[config.mk]
export PLATFORM = sky130hd
export DESIGN_NAME = memory_access
export DESIGN_NICKNAME = d
export VERILOG_FILES = /design/src/rtl/memory_access.sv
export SDC_FILE = /design/constraint.sdc
export NUM_CORES = 1
export LEC_CHECK = 0
export ABC_CLOCK_PERIOD_IN_PS = 3100
export CAP_MARGIN = 20
export CELL_PAD_IN_SITES_DETAIL_PLACEMENT = 1
export CELL_PAD_IN_SITES_GLOBAL_PLACEMENT = 1
export CORE_AREA = 2 2 168 170
export DETAILED_ROUTE_END_ITERATION = 8
export DIE_AREA = 0 0 170 172
export GPL_ROUTABILITY_DRIVEN = 0
export PLACE_DENSITY = 0.8
export SLEW_MARGIN = 40
export SYNTH_ARGS = -nofsm -noshare
export SYNTH_HDL_FRONTEND = slang
export SYNTH_SLANG_ARGS = --single-unit
export TNS_END_PERCENT = 5
[constraint.sdc]
create_clock -name i_clk -period 3.1 [get_ports i_clk]
set_input_delay 0.93 -clock i_clk [delete_from_list [all_inputs] [get_ports i_clk]]
set_output_delay 0.93 -clock i_clk [all_outputs]
set_load 0.03 [all_outputs]
[src/rtl/memory_access.sv]
// M stage: one data-memory transaction per load/store over req/ack,
// load data formatting, forward taps and the M/W pipeline register.
module memory_access #(
    parameter int MEM_TIMEOUT = 255
) (
    input  logic        i_clk,
    input  logic        i_nrst,
    input  logic [31:0] i_data_pc4,
    input  logic [31:0] i_data_alures,
    input  logic [31:0] i_data_rt,
    input  logic [4:0]  i_addr_regdst,
    input  logic        i_con_Mmemread,
    input  logic        i_con_Mmemwrite,
    input  logic [1:0]  i_con_Wloadmux,
    input  logic        i_con_Walupc8,
    input  logic        i_con_Wmemtoreg,
    input  logic        i_con_Wregwrite,
    input  logic        i_mem_ack,
    input  logic [31:0] i_mem_rdata,
    output logic        o_mem_req,
    output logic        o_mem_we,
    output logic [31:0] o_mem_addr,
    output logic [31:0] o_mem_wdata,
    output logic [3:0]  o_mem_be,
    output logic        o_con_stall,
    output logic [31:0] o_data_FMalures,
    output logic [31:0] o_data_FMmemout,
    output logic [31:0] o_data_pc4,
    output logic [31:0] o_data_alures,
    output logic [31:0] o_data_memout,
    output logic [4:0]  o_addr_regdst,
    output logic        o_con_Walupc8,
    output logic        o_con_Wmemtoreg,
    output logic        o_con_Wregwrite,
    output logic        o_err_misalign,
    output logic        o_err_timeout
);

    typedef enum logic {S_IDLE, S_WAIT} state_e;

    localparam logic [7:0] TMO = 8'(MEM_TIMEOUT);

    state_e      state_q;
    logic [7:0]  cnt_q;
    logic        live_q;
    logic [31:0] pc4_q, alures_q, memout_q;
    logic [4:0]  regdst_q;
    logic        alupc8_q, memtoreg_q, regwrite_q;
    logic        err_mis_q, err_to_q;

    logic        memop, is_store, is_word, is_half;
    logic        misaligned, aligned_op, go;
    logic        timeout_hit, req, ack_eff, stall;
    logic [31:0] load_fmt, memout_d;
    logic [15:0] half_sel;
    logic [7:0]  byte_sel;
    logic [3:0]  be;
    logic [31:0] wdata;
    logic [1:0]  lane;

    assign lane       = i_data_alures[1:0];
    assign memop      = i_con_Mmemread | i_con_Mmemwrite;
    assign is_store   = i_con_Mmemwrite;
    assign is_word    = (i_con_Wloadmux == 2'b00);
    assign is_half    = (i_con_Wloadmux == 2'b01);
    assign misaligned = memop & ((is_word & (|lane)) | (is_half & lane[0]));
    assign aligned_op = memop & ~misaligned;

    // live_q keeps the request low in the first cycle after reset
    assign go          = aligned_op & i_nrst & live_q;
    assign timeout_hit = (state_q == S_WAIT) & go & (cnt_q == TMO) & ~i_mem_ack;
    assign req         = go & ~timeout_hit;
    assign ack_eff     = req & i_mem_ack;
    assign stall       = i_nrst & aligned_op & ~ack_eff & ~timeout_hit;

    always_comb begin
        half_sel = lane[1] ? i_mem_rdata[31:16] : i_mem_rdata[15:0];
        case (lane)
            2'd0:    byte_sel = i_mem_rdata[7:0];
            2'd1:    byte_sel = i_mem_rdata[15:8];
            2'd2:    byte_sel = i_mem_rdata[23:16];
            default: byte_sel = i_mem_rdata[31:24];
        endcase
        case (i_con_Wloadmux)
            2'b00:   load_fmt = i_mem_rdata;
            2'b01:   load_fmt = {{16{half_sel[15]}}, half_sel};
            2'b10:   load_fmt = {{24{byte_sel[7]}}, byte_sel};
            default: load_fmt = {24'h0, byte_sel};
        endcase
    end

    always_comb begin
        be    = 4'b0000;
        wdata = i_data_rt;
        if (is_store) begin
            if (is_word) begin
                be = 4'b1111;
            end else if (is_half) begin
                be    = lane[1] ? 4'b1100 : 4'b0011;
                wdata = {2{i_data_rt[15:0]}};
            end else begin
                be    = 4'b0001 << lane;
                wdata = {4{i_data_rt[7:0]}};
            end
        end
    end

    assign memout_d = (aligned_op & ~is_store & ~timeout_hit) ? load_fmt : 32'h0;

    always_ff @(posedge i_clk) begin
        if (!i_nrst) begin
            state_q    <= S_IDLE;
            cnt_q      <= 8'd0;
            live_q     <= 1'b0;
            pc4_q      <= 32'h0;
            alures_q   <= 32'h0;
            memout_q   <= 32'h0;
            regdst_q   <= 5'd0;
            alupc8_q   <= 1'b0;
            memtoreg_q <= 1'b0;
            regwrite_q <= 1'b0;
            err_mis_q  <= 1'b0;
            err_to_q   <= 1'b0;
        end else begin
            live_q    <= 1'b1;
            err_mis_q <= misaligned;
            if (timeout_hit) err_to_q <= 1'b1;
            case (state_q)
                S_IDLE: begin
                    if (req && !i_mem_ack) begin
                        state_q <= S_WAIT;
                        cnt_q   <= 8'd1;
                    end
                end
                default: begin
                    if (!req || ack_eff) begin
                        state_q <= S_IDLE;
                        cnt_q   <= 8'd0;
                    end else begin
                        cnt_q <= cnt_q + 8'd1;
                    end
                end
            endcase
            // stall cycles insert a bubble; data registers hold
            if (stall) begin
                alupc8_q   <= 1'b0;
                memtoreg_q <= 1'b0;
                regwrite_q <= 1'b0;
            end else begin
                pc4_q      <= i_data_pc4;
                alures_q   <= i_data_alures;
                memout_q   <= memout_d;
                regdst_q   <= i_addr_regdst;
                alupc8_q   <= i_con_Walupc8;
                memtoreg_q <= i_con_Wmemtoreg;
                regwrite_q <= i_con_Wregwrite & ~misaligned;
            end
        end
    end

    assign o_mem_req       = req;
    assign o_mem_we        = req & is_store;
    assign o_mem_addr      = {i_data_alures[31:2], 2'b00};
    assign o_mem_wdata     = wdata;
    assign o_mem_be        = be;
    assign o_con_stall     = stall;
    assign o_data_FMalures = i_data_alures;
    assign o_data_FMmemout = load_fmt;
    assign o_data_pc4      = pc4_q;
    assign o_data_alures   = alures_q;
    assign o_data_memout   = memout_q;
    assign o_addr_regdst   = regdst_q;
    assign o_con_Walupc8   = alupc8_q;
    assign o_con_Wmemtoreg = memtoreg_q;
    assign o_con_Wregwrite = regwrite_q;
    assign o_err_misalign  = err_mis_q;
    assign o_err_timeout   = err_to_q;

endmodule
==> metrics.cfg, run 1 <==
[cells_and_area]
finalNonFillerCells=1512
fill_cells=3136
layout_common_cells=clkdlybuf4s50_1, nand2_1, buf_4
drive_gt1_share_pct=24.7
area_growth_pct=87.1
mostFrequentLayoutCell=clkdlybuf4s50_1
nets=1296

[global_route]
grt_first_pass_wirelength_mm=40.8
grt_max_degree=103
grt_usage_pct=18.3
antenna_found_initial=0
gr-total-overflow=0
grt_pass1_vias=7199

[critical_path]
rrSetupSlack_ps=840
critPathKind=input pin to output pin
r2r-start=cnt_q[0]$_SDFFE_PN0P_
worstPathMaxFanout=8
crit_path_max_incr_delay_ps=510
endpoint_kind=output pin
cp_common_cell=buf_12
crit_path_top_delay_cell=mux4_2
start_kind=input pin
cp.arrival_ps=2350
reg2reg_depth=8
required_ps=2170
worstReg2RegEnd=o_addr_regdst[4]$_SDFFE_PN0N_
worstPathCellList=buf_6, mux4_2, a22oi_2, buf_4, buf_12, nand2_4, buf_12

[timing]
fin_crit_sh_pct=106
fin_setup_tns_ps=-2570
setup_viol=22
slew_headroom_pct=53.2
skew_ps=16.2
rsz0062_at_grt=true
fmax_ghz=0.305
period_needed_ps=3280
finalHoldWorstSlack_ps=443
drv_slew=0
fin_ws_ps=-181
finalHoldViolCount=0
tightest_slew_ps=703

[job]
drv_cap=0

[synth]
yosys-top-cells-area=dfxtp_1, nand2_1, buf_4
synth_top_area_share_pct=37.3
synth_area_um2=6220
ys.flop_type=dfxtp_1
synth_warnings=0
yosys.area.top_type=dfxtp_1
ys_ff_latch=116
ys_types=49
synthArstFlopShare_pct=0
seq_area_frac_synth_pct=37.3
synth_edf_count=0
syn-instance-count=777
syn_avg_cell_area_um2=8.01

[detailed_routing]
via_per_inst=4.56
drt_iter0_drc=290
first_pass_iters=5
wl_per_cell_um=18.3
vias=6902
detail-route-antenna-nets=0
routed_wl_mm=27.7
route.detailed.drc=0

[floorplan]
io_pins=384
initial_utilization_pct=22.7
die_h_um=172
rows=61
dieArea_um2=29200
die_x_um=170
core_um2=27500

[clock_tree]
cts_tree=built
cts-hold-fix-buffers=0
clock_sinks=116
clk_pin_slew_worst_paths_ps=60
cts_made_buffers=17
h-tree-depth=4
clock-root-buffer=clkbuf_16
max-clock-path-buffers=2
clkLatencyLatePin_ps=410

[power_and_ir_drop]
powerDensity_nw_per_um2=472
vdd_drop_max_mv=0.347
cellLeakagePower_nw=5.01
finalPower_mw=5.50

[min_path]
hp-start=o_data_memout[13]$_SDFFE_PN0N_
min_to=o_data_memout[13]$_SDFFE_PN0N_
min_delay_path_depth=2
hp-class=flip-flop to flip-flop

[run_status]
status=finished, violations left
violations=negative setup slack

[place]
dpl_worst_slack_ps=-611
dpl.hpwl_mm=21.0
dp_cells=1470
numPortBuffers=381

-- how the worst max path moves through the flow --
stage | startpoint | endpoint | slack, ps | cells after the start
final | i_data_alures[0] | o_data_FMmemout[30] | -180 | 7
after CTS | i_data_alures[0] | o_data_FMmemout[30] | -190 | 7
after floorplan | i_con_Wloadmux[0] | o_data_FMmemout[10] | -180 | 5
after global placement | i_con_Wloadmux[0] | o_data_FMmemout[14] | -630 | 7
after global routing | i_data_alures[0] | o_data_FMmemout[30] | -190 | 7
after detailed placement | i_con_Wloadmux[0] | o_data_FMmemout[14] | -610 | 7
-- repair_timing --
action	4_1_cts	5_1_grt
hold endpoints to repair	0	0
pin swaps	9	7
gates resized for setup	122	36
gates cloned	1	0
buffers inserted	8	0
endpoints found under the setup margin	64	45
-- area by class of cell --
cell class | instances | area, um2 | share of cell area [%]
clock inverters | 13 | 195 | 1.68
multi-input cells | 522 | 3270 | 28.1
clock buffers | 19 | 453 | 3.89
repair buffers | 481 | 4910 | 42.2
diodes | 1 | 2.50 | 0.0215
inverters | 14 | 53.8 | 0.462
flip-flops and latches | 116 | 2320 | 19.9
well taps | 346 | 433 | 3.72
-- critical path: cells and delay by family --
family | cells | cell delay [ps]
and+or+nand+nor | 1 | 70
buffers and inverters | 4 | 560
AOI/OAI and AO/OA | 1 | 250
muxes | 1 | 510
-- per-stage QoR --
stage | area (um2) | util (%)
after CTS | 11500 | 42.0
after global placement | 10500 | 38.3
final | 11600 | 42.4
after floorplan | 6240 | -
after detailed placement | 10500 | 38.4
after global routing | 11600 | 42.4
-- synth_stat cells (7+ instances only) --
library cell	number
clkbuf_1	22
a2bb2oi_1	8
buf_4	80
o21ai_0	12
o21ai_1	11
nand3_1	26
buf_2	15
o221ai_1	8
nor2b_1	11
nor2_1	7
a221oi_1	7
dfxtp_1	116
a21boi_0	22
a211oi_1	7
inv_1	13
and3_1	11
nand2_1	247
buf_6	8
mux2i_1	25
mux2_2	9
a21boi_1	71
-- power breakdown --
part,switching [mW],internal [mW]
registers,0.0373,1.57
clock network,0.774,1.40
logic,0.914,0.805
total,1.73,3.77
-- per-layer routing --
metal | vias up | global-route usage, % | wire length (um)
met5 | - | 0 | 0
met4 | 0 | 6.06 | 595
met3 | 44 | 5.65 | 2070
met2 | 288 | 34.8 | 14600
met1 | 3279 | 19.1 | 10500
li1 | 3291 | - | -
-- registers in the layout (all words and copies together), names as in the netlist --
signal and flops:
o_data_pc4 32, o_data_memout 32, o_addr_regdst 5, o_err_misalign 1, o_err_timeout 1, state_q 1
o_con_Walupc8 1, cnt_q 8, o_con_Wmemtoreg 1, o_data_alures 32, live_q 1, o_con_Wregwrite 1
-- logic make-up (layout without fill, tap and decap cells) --
kind of cell,Yosys count,in the layout,synth area share (%)
muxes,35,35,6.01
DFF,116,116,37.3
adders and majority gates,1,1,0.201
AOI/OAI and AO/OA,167,167,20.3
xor gates and xnor gates,2,2,0.281
buffers and inverters,140,527,14.5
other,1,3,0.0602
and+or+nand+nor,315,315,21.3
Power figures use the tool's default switching activity.
==> run 2, diff against run 1 <==
--- a/config.mk
+++ b/config.mk
@@ -9,9 +9,9 @@
 export CAP_MARGIN = 20
 export CELL_PAD_IN_SITES_DETAIL_PLACEMENT = 1
 export CELL_PAD_IN_SITES_GLOBAL_PLACEMENT = 1
-export CORE_AREA = 2 2 168 170
+export CORE_AREA = 2 2 143 200
 export DETAILED_ROUTE_END_ITERATION = 8
-export DIE_AREA = 0 0 170 172
+export DIE_AREA = 0 0 145 202
 export GPL_ROUTABILITY_DRIVEN = 0
 export PLACE_DENSITY = 0.8
 export SLEW_MARGIN = 40
==> run 2 against run 1 <==
  * The run still ends with negative setup slack left
  * Flip-flop and latch count unchanged
  * Clock skew down 6.4 ps
  * Clock power down 7%
  * Final cell count up 1.9%
  * Wire length up 3.7%
  * Sequential share of layout area down 0.062 points
  * Via count up 1.4%
  * Setup slack better by 120 ps
  * Combinational power about the same
  * Design area up 0.31%
  * Register-to-register slack better by 90 ps
==> metrics.cfg, run 2 (synthesis results as in run 1) <==
[timing]
rsz0062_at_grt=true
finalHoldViolCount=0  ; unchanged
skew_ps=9.84  ; -6.40 ps
setup_viol=22  ; unchanged
fin_ws_ps=-62.1  ; +119 ps
tightest_slew_ps=712  ; +9.31 ps
slew_headroom_pct=52.5  ; -0.62 points
fin_crit_sh_pct=102  ; -3.8 points
fmax_ghz=0.316  ; +3.8%
fin_setup_tns_ps=-808  ; +1760 ps
drv_slew=0  ; unchanged
period_needed_ps=3160  ; -119 ps

[critical_path]
critical_path.top_delay_family=buffers and inverters
critPathKind=input pin to output pin
cp.arrival_ps=2230  ; -120 ps
endpoint_kind=output pin
worstPathCellList=buf_8, mux4_2, buf_6, nand2_8, buf_8, o21ai_2, buf_6, buf_12
crit_buf_inv=5  ; +1
cp.depth=8  ; +1
crit_path_top_delay_cell=mux4_2
worstPathMaxFanout=5  ; -3
start_kind=input pin
reg2reg_depth=8  ; unchanged
crit_path_max_incr_delay_ps=530  ; +20 ps
required_ps=2170  ; about the same

[global_route]
grt_usage_pct=19.0  ; +0.73 points
grt_pass1_vias=7433  ; +3.3%
grt_max_degree=100  ; -2.9%
grt_first_pass_wirelength_mm=42.9  ; +4.9%
antenna_found_initial=1  ; +1
gr-total-overflow=0  ; unchanged

[min_path]
min_delay_path_depth=2  ; unchanged
hp-class=flip-flop to flip-flop

[place]
dp_cells=1501  ; +2.1%
numPortBuffers=381  ; unchanged
placed_area_um2=10500  ; -0.74%
dpl.hpwl_mm=22.2  ; +5.5%

[cells_and_area]
drive_gt1_share_pct=26.2  ; +1.5 points
multi_input_area_um2=3360  ; +2.5%
seq_area_um2=2320  ; unchanged
mostFrequentLayoutCell=clkdlybuf4s50_1
finish.instance_area_um2=11700  ; +0.31%
layout_common_cells=clkdlybuf4s50_1, nand2_1, buf_4
fill_cells=3156  ; +0.64%
finish.utilization_pct=42.5  ; +0.13 points
nets=1301  ; +0.39%
finalNonFillerCells=1541  ; +1.9%
area_growth_pct=87.6

[floorplan]
io_pins=384  ; unchanged
die_h_um=202  ; +17%
dieArea_um2=29300  ; +0.17%
rows=72  ; +18%
core_um2=27500  ; unchanged
die_x_um=145  ; -15%
initial_utilization_pct=22.7  ; unchanged

[detailed_routing]
detail-route-antenna-nets=0  ; unchanged
routed_wl_mm=28.8  ; +3.7%
route.detailed.drc=0  ; unchanged
first_pass_iters=4  ; -1
via_per_inst=4.54  ; -0.53%
wl_per_cell_um=18.7  ; +1.8%
drt_iter0_drc=259  ; -11%
vias=6997  ; +1.4%

[clock_tree]
clock-root-buffer=clkbuf_16
clk_pin_slew_worst_paths_ps=50  ; about the same
clkLatencyLatePin_ps=420  ; about the same
clock_sinks=116  ; unchanged
cts_tree=built
max-clock-path-buffers=2  ; unchanged
cts-hold-fix-buffers=0  ; unchanged
h-tree-depth=4  ; unchanged
cts_made_buffers=17  ; unchanged

[power_and_ir_drop]
cellLeakagePower_nw=4.92  ; -1.7%
powerDensity_nw_per_um2=459  ; -2.9%
vdd_drop_max_mv=0.245  ; -29%

[run_status]
violations=negative setup slack
status=finished, violations left

[job]
drv_cap=0  ; unchanged

run 2: changes by cell type in the layout (fill, tap and decap cells not counted), sizes merged:
cell           previous run  this run
buf                     184       196
dlygate4sd2              12        16
dlymetal6s2s             13         9
clkbuf                   22        19
clkdlybuf4s50           266       263
clkinv                    4         6
inv                      16        14
bufbuf                    1         0
bufinv                    4         3
clkinvlp                  3         4
run 2: layout make-up:
class / instances / area share, %
Antenna cell: 1 / 0.0214
Clock inverter: 13 / 1.35
Sequential cell: 116 / 19.9
Tap cell: 370 / 3.96
Inverter: 14 / 0.493
Timing Repair Buffer: 486 / 41.8
Clock buffer: 19 / 3.79
Multi-Input combinational cell: 522 / 28.7
run 2: metal layers:
metal	vias up	share of wire [%]	GRT usage (%)
met5	-	0	0
met4	0	4.3	9.83
met3	57	5.5	4.85
met2	287	54	36.6
met1	3348	36	18.6
li1	3305	-	-
run 2: worst register-to-register path: cells and delay by family (launching register included):
family                   cells  cell delay, ps
flip-flops                   1             390
buffers and inverters        2             370
AND/OR/NAND/NOR              2             400
AO/OA/AOI/OAI                3             700
adder cells (fa/ha/maj)      1             240
run 2: where the power goes:
| part | internal, mW | leakage [nW] | switching [mW] | total, mW |
|---|---|---|---|---|
| sequential | 1.57 | 0.954 | 0.0379 | 1.61 |
| combinational | 0.793 | 3.68 | 0.928 | 1.72 |
| clock | 1.28 | 0.285 | 0.749 | 2.03 |
run 2: what timing repair did:
item | 4_1_cts | 5_1_grt
gates resized for setup | 235 | 22
pin swaps | 16 | 8
setup endpoints to repair | 68 | 48
buffers inserted | 7 | 1
hold endpoints to repair | 0 | 0
cloned | 3 | 0
run 2: final timing paths:
| kind | start | to | slack (ps) |
|---|---|---|---|
| worst min-delay path | o_data_pc4[11]$_SDFFE_PN0N_ | o_data_pc4[11]$_SDFFE_PN0N_ | 450 |
| worst max register to register | cnt_q[0]$_SDFFE_PN0P_ | o_data_memout[27]$_SDFFE_PN0N_ | 930 |
| worst min register to register | o_data_pc4[11]$_SDFFE_PN0N_ | o_data_pc4[11]$_SDFFE_PN0N_ | 450 |
| worst max-delay path | i_data_alures[0] | o_data_FMmemout[13] | -60 |
run 2: through the flow:
step                      setup WS [ps]  hold WS [ps]  total power [mW]
final                             -62.1           446              5.36
after global routing              -93.0           471              5.58
after CTS                         -88.5           450              5.43
after detailed placement           -826           443              3.25
after global placement             -790           432              3.22
after floorplan                    -180           450              2.46
